### config.mk
export PLATFORM = sky130hd
export DESIGN_NAME = core_icache
export DESIGN_NICKNAME = d
export VERILOG_FILES = /design/src/rtl/core_icache.sv
export SDC_FILE = /design/constraint.sdc
export NUM_CORES = 2
export LEC_CHECK = 0
export CAP_MARGIN = 15
export CELL_PAD_IN_SITES_DETAIL_PLACEMENT = 1
export CELL_PAD_IN_SITES_GLOBAL_PLACEMENT = 2
export CORE_AREA = 2 2 462 464
export CTS_BUF_LIST = sky130_fd_sc_hd__clkbuf_4 sky130_fd_sc_hd__clkbuf_8 sky130_fd_sc_hd__clkbuf_16
export DETAILED_ROUTE_END_ITERATION = 10
export DIE_AREA = 0 0 464 466
export GPL_TIMING_DRIVEN = 0
export HOLD_SLACK_MARGIN = 0.02
export PLACE_DENSITY = 0.87
export SLEW_MARGIN = 20
export SYNTH_ARGS = -nofsm -noshare
export SYNTH_HDL_FRONTEND = slang
export SYNTH_SLANG_ARGS = --single-unit
### constraint.sdc
create_clock -name clk -period 30.6 [get_ports clk]
set_input_delay 7.65 -clock clk [delete_from_list [all_inputs] [get_ports clk]]
set_output_delay 7.65 -clock clk [all_outputs]
set_load 0.01 [all_outputs]
### src/rtl/core_icache.sv
// Direct-mapped instruction cache: combinational hit path from pc_idx, single-line
// refill over a valid/ready request channel and a beat-wise response channel.
module core_icache #(
    parameter int unsigned PC_W       = 64,
    parameter int unsigned INSTR_W    = 32,
    parameter int unsigned LINES      = 16,
    parameter int unsigned LINE_WORDS = 4
) (
    input  logic               clk,
    input  logic               rst,
    input  logic [PC_W-1:0]    pc_idx,
    input  logic               fetch_en,
    input  logic               flush,
    output logic [INSTR_W-1:0] instr_fetched,
    output logic               instr_valid,
    output logic               fetch_stall,
    output logic               mem_req_valid,
    input  logic               mem_req_ready,
    output logic [PC_W-1:0]    mem_req_addr,
    input  logic               mem_rsp_valid,
    input  logic [INSTR_W-1:0] mem_rsp_data
);
    localparam int unsigned WORD_BITS = $clog2(LINE_WORDS);
    localparam int unsigned IDX_BITS  = $clog2(LINES);
    localparam int unsigned OFF_BITS  = 2 + WORD_BITS;
    localparam int unsigned LINE_W    = PC_W - OFF_BITS;
    localparam int unsigned TAG_W     = LINE_W - IDX_BITS;
    localparam logic [INSTR_W-1:0] NOP = INSTR_W'(32'h0000_0013);

    typedef enum logic [1:0] {S_IDLE, S_REQ, S_REFILL} state_t;

    state_t               r_state;
    state_t               w_state_nxt;
    logic [INSTR_W-1:0]   r_data [LINES][LINE_WORDS];
    logic [TAG_W-1:0]     r_tag  [LINES];
    logic [LINES-1:0]     r_valid;
    logic [LINE_W-1:0]    r_line;
    logic [WORD_BITS-1:0] r_cnt;
    logic                 r_flush_pending;

    logic [WORD_BITS-1:0] w_word;
    logic [IDX_BITS-1:0]  w_index;
    logic [TAG_W-1:0]     w_tag;
    logic [IDX_BITS-1:0]  w_fill_idx;
    logic [TAG_W-1:0]     w_fill_tag;
    logic                 w_hit;
    logic                 w_accept;
    logic                 w_beat;
    logic                 w_last_beat;
    logic                 w_unused_lsbs;

    assign w_word        = pc_idx[OFF_BITS-1:2];
    assign w_index       = pc_idx[OFF_BITS+IDX_BITS-1:OFF_BITS];
    assign w_tag         = pc_idx[PC_W-1:OFF_BITS+IDX_BITS];
    assign w_fill_idx    = r_line[IDX_BITS-1:0];
    assign w_fill_tag    = r_line[LINE_W-1:IDX_BITS];
    assign w_unused_lsbs = ^pc_idx[1:0];
    assign mem_req_addr  = {r_line, OFF_BITS'(0)};

    always_comb begin
        w_state_nxt   = r_state;
        w_hit         = fetch_en && (r_state == S_IDLE) && r_valid[w_index]
                        && (r_tag[w_index] == w_tag);
        instr_valid   = w_hit;
        instr_fetched = w_hit ? r_data[w_index][w_word] : NOP;
        fetch_stall   = fetch_en && !w_hit;
        mem_req_valid = (r_state == S_REQ);
        w_accept      = mem_req_valid && mem_req_ready;
        w_beat        = (r_state == S_REFILL) && mem_rsp_valid;
        w_last_beat   = w_beat && (r_cnt == WORD_BITS'(LINE_WORDS - 1));
        case (r_state)
            S_IDLE:   if (fetch_en && !w_hit) w_state_nxt = S_REQ;
            S_REQ:    if (w_accept)           w_state_nxt = S_REFILL;
            S_REFILL: if (w_last_beat)        w_state_nxt = S_IDLE;
            default:                          w_state_nxt = S_IDLE;
        endcase
    end

    always_ff @(posedge clk) begin
        if (rst) r_state <= S_IDLE;
        else     r_state <= w_state_nxt;
    end

    // The refilling line loses its valid bit at acceptance, so partial data never hits;
    // a flush arriving on the final beat still leaves that line invalid.
    always_ff @(posedge clk) begin
        if (rst) begin
            r_valid         <= '0;
            r_cnt           <= '0;
            r_flush_pending <= 1'b0;
        end else begin
            if ((r_state == S_IDLE) && fetch_en && !w_hit)
                r_line <= pc_idx[PC_W-1:OFF_BITS];
            if (flush) begin
                r_valid <= '0;
                if (r_state != S_IDLE) r_flush_pending <= 1'b1;
            end
            if (w_accept) begin
                r_valid[w_fill_idx] <= 1'b0;
                r_cnt               <= '0;
            end
            if (w_beat) r_cnt <= r_cnt + 1'b1;
            if (w_last_beat) begin
                r_valid[w_fill_idx] <= !(r_flush_pending || flush);
                r_flush_pending     <= 1'b0;
            end
        end
    end

    always_ff @(posedge clk) begin
        if (!rst && w_beat)      r_data[w_fill_idx][r_cnt] <= mem_rsp_data;
        if (!rst && w_last_beat) r_tag[w_fill_idx]         <= w_fill_tag;
    end
endmodule
==> out/qor.txt <==
final setup fails -> 0
Resized cells post-CTS -> 0
Die W -> 464 um
Pre-Repair DR Iteration Count -> 6
global route overflow -> 0
clk sink count -> 3025
Crit. End Element -> output port
first-pass GRT wire length -> 535 mm
via count -> 62299
CTS tree -> yes
PnR worst setup slack -> 7.11 ns
Hold Buf Count CTS -> 0
outcome -> finished clean
EDFF count, synth -> 3004
ys async rst share -> 0
DR top layer -> met5
M1 WL -> 125 mm
Skew-Pair Late Insertion Delay -> 0.98 ns
pin count of the biggest net entering global routing -> 65
worst path required time -> 22.95 ns
Synth Flop Type -> edfxtp_1
Hold Crit Class -> flop to flop
die outline height -> 466 um
Layout area overhead -> 17.6%
Clock Power Share -> 0.426
hold_ws -> 0.611 ns
WS Path Type -> primary input to output port
num rows -> 169
worst slew pin tran -> 1.25 ns
Seq cells post-synth -> 3025
syn_area_per_cell -> 24.1 um^2
Worst-path clk slew -> 0.07 ns
vias in the first global route -> 63926
initial antenna violation count -> 32
RSZ-0062 raised after global routing -> false
sequential area share after synthesis -> 0.782
Post-DRT Antenna Nets -> 0
gp weighted congestion -> 0.849
peak supply drop -> 0.0688 mV
yosys warns -> 0
IO buf count -> 193
CTS Buf Count -> 314
nets -> 5628
pwr dens -> 64.4 nW/um^2
crit path max fanout -> 11
fillers -> 16381
Worst Setup Start Kind -> primary input
Core Region -> 211000 um^2
met2 WL post-DR -> 191 mm
fin crit period -> 23.49 ns
Total GRT Usage -> 0.364
sw frac -> 0.223
DIE AREA -> 216000 um^2
Post CTS Setup Buffer Count -> 0
combinational power share -> 0.053
pre-CTS WS -> 7.13 ns
Max-Cap Viols -> 0
Static Leakage -> 42.6 nW
Routed WL -> 390 mm
via/cell ratio -> 7.27
dpl cell area -> 126000 um^2
hpwl dp -> 235 mm
root buf cell -> clkbuf_16
Max Root-Sink Buffers -> 4
Max Transition Viols Final -> 0
Starting Density -> 0.548
met3 routed WL -> 44.7 mm
worst path arrival time -> 15.84 ns
Final Instance Area -> 136000 um^2
Hold Vio Cnt, Final -> 0
Slew headroom -> 0.165
io pins -> 201
setup_tns -> 0 ns
H-tree levels -> 5
Int Power -> 6.82 mW
Syn Std Cell Area -> 116000 um^2
synthesized instance count -> 4803
NetSw -> 1.95 mW
Initial DRC Count -> 10558
Wirelength per Cell -> 45.5 um
fmax -> 42.6 MHz
DR DRC count -> 0
sequential share of power -> 0.521
Synth cell types -> 59
Tcrit/Tclk final -> 0.768
Clock Skew -> 0.0577 ns
share of layout cells above drive strength 1 -> 0.318
==> registers in the layout, summed over array words and instances, names as in the netlist <==
| signal | cells |
|---|---|
| r_tag | 896 |
| r_state | 2 |
| r_line | 60 |
| r_valid | 16 |
| r_cnt | 2 |
| r_flush_pending | 1 |
| r_data | 2048 |
==> logic make-up after synthesis <==
logic type                 share of synthesized area
other                                      0.0000324
and+or+nand+nor                               0.0134
AOI/OAI and AO/OA                            0.00912
xor gates and xnor gates                     0.00454
DFF                                            0.782
adders and majority gates                   0.000432
muxes                                          0.179
buffers and inverters                         0.0107
==> cells in the mapped netlist (all sizes together), types with 10 or more instances <==
library cell	instances	area share
a21oi	35	0.0015
a22oi	27	0.0017
a31oi	12	0.00065
buf	150	0.0070
clkbuf	102	0.0033
dfxtp	21	0.0036
edfxtp	3004	0.78
mux2i	83	0.0072
mux4	881	0.17
nand2	64	0.0021
nand2b	10	0.00054
nand3	23	0.0010
nor2	108	0.0035
nor2b	62	0.0033
nor3	14	0.00060
o21ai	31	0.0013
xnor2	41	0.0031
xor2	19	0.0014
==> power groups by stage <==
| stage | logic (mW) | registers, mW | clock network [mW] |
|---|---|---|---|
| 2_1_floorplan | 0.219 | 4.66 | 0 |
| 3_3_place_gp | 0.414 | 4.67 | 0 |
| 3_5_place_dp | 0.441 | 4.66 | 0 |
| 4_1_cts | 0.458 | 4.57 | 3.74 |
| 5_1_grt | 0.473 | 4.57 | 3.86 |
| 6_report | 0.468 | 4.57 | 3.74 |
==> layer usage <==
layer  vias up  track usage
met3      1347       0.0852
met2      6037        0.586
li1      22095            -
met5         -            0
met4        26        0.238
met1     32794        0.445
==> worst paths after layout <==
check	startpoint	end	slack [ns]	cells after the start
max	pc_idx[5]	instr_fetched[5]	7.11	17
min	r_flush_pending$_SDFFE_PP0P_	r_flush_pending$_SDFFE_PP0P_	0.61	2
max reg2reg	r_tag[7][41]$_DFFE_PP_	r_line[13]$_DFFE_PP_	24.94	13
min reg2reg	r_flush_pending$_SDFFE_PP0P_	r_flush_pending$_SDFFE_PP0P_	0.61	2
==> cell type report <==
cell class / count / area [um^2] / area share
sequential: 3025 / 90600 / 0.665
multi-input combinational: 1518 / 24600 / 0.181
clock buffer: 380 / 8490 / 0.0623
timing repair buffer: 400 / 6470 / 0.0475
tap: 2821 / 3530 / 0.0259
buffer: 252 / 1270 / 0.00936
clock inverter: 152 / 1120 / 0.00824
inverter: 11 / 41.3 / 0.000303
antenna: 13 / 32.5 / 0.000239
==> critical path, stage by stage <==
cell and delay (ns):
clkdlybuf4s50_1 0.52, buf_6 0.22, buf_6 0.22, buf_4 0.36, buf_4 0.39, buf_4 0.33, buf_2 0.64, clkbuf_2 0.66
clkbuf_2 0.65, nand3_1 0.14, nand3_1 0.21, xnor2_1 0.15, nand4_1 0.26, nor4_1 0.85, nand3_2 0.79, nor2b_1 1.01
clkdlybuf4s50_1 0.70
==> per-stage QoR <==
step	cells	utilization	power (mW)
after floorplan	4806	-	4.88
after global placement	7820	0.574	5.08
after detailed placement	8024	0.599	5.10
after CTS	8556	0.644	8.77
after global routing	8564	0.645	8.91
final	8572	0.645	8.78
==> cell usage in the layout (no fill, tap or decap), types with 9 or more instances in the layout <==
cell type / count
edfxtp_1: 3004
mux4_2: 873
clkbuf_16: 321
clkdlybuf4s50_1: 161
buf_12: 102
buf_16: 92
buf_2: 85
mux2i_1: 83
nor2_4: 80
clkinv_1: 71
clkbuf_1: 65
nand2_1: 64
nor2b_1: 62
clkbuf_4: 57
clkbuf_2: 56
buf_4: 45
clkinv_2: 44
xnor2_1: 41
a21oi_1: 35
buf_1: 33
o21ai_0: 31
nor2_1: 27
a22oi_1: 27
nand3_1: 22
dfxtp_1: 21
xor2_1: 19
bufinv_16: 15
nor3_1: 14
clkinvlp_4: 14
diode_2: 13
buf_6: 12
a31oi_1: 12
nand2b_1: 10
inv_1: 9
a211oi_1: 9
nand4_1: 9
Note: power is estimated with default switching activity, not from simulation.
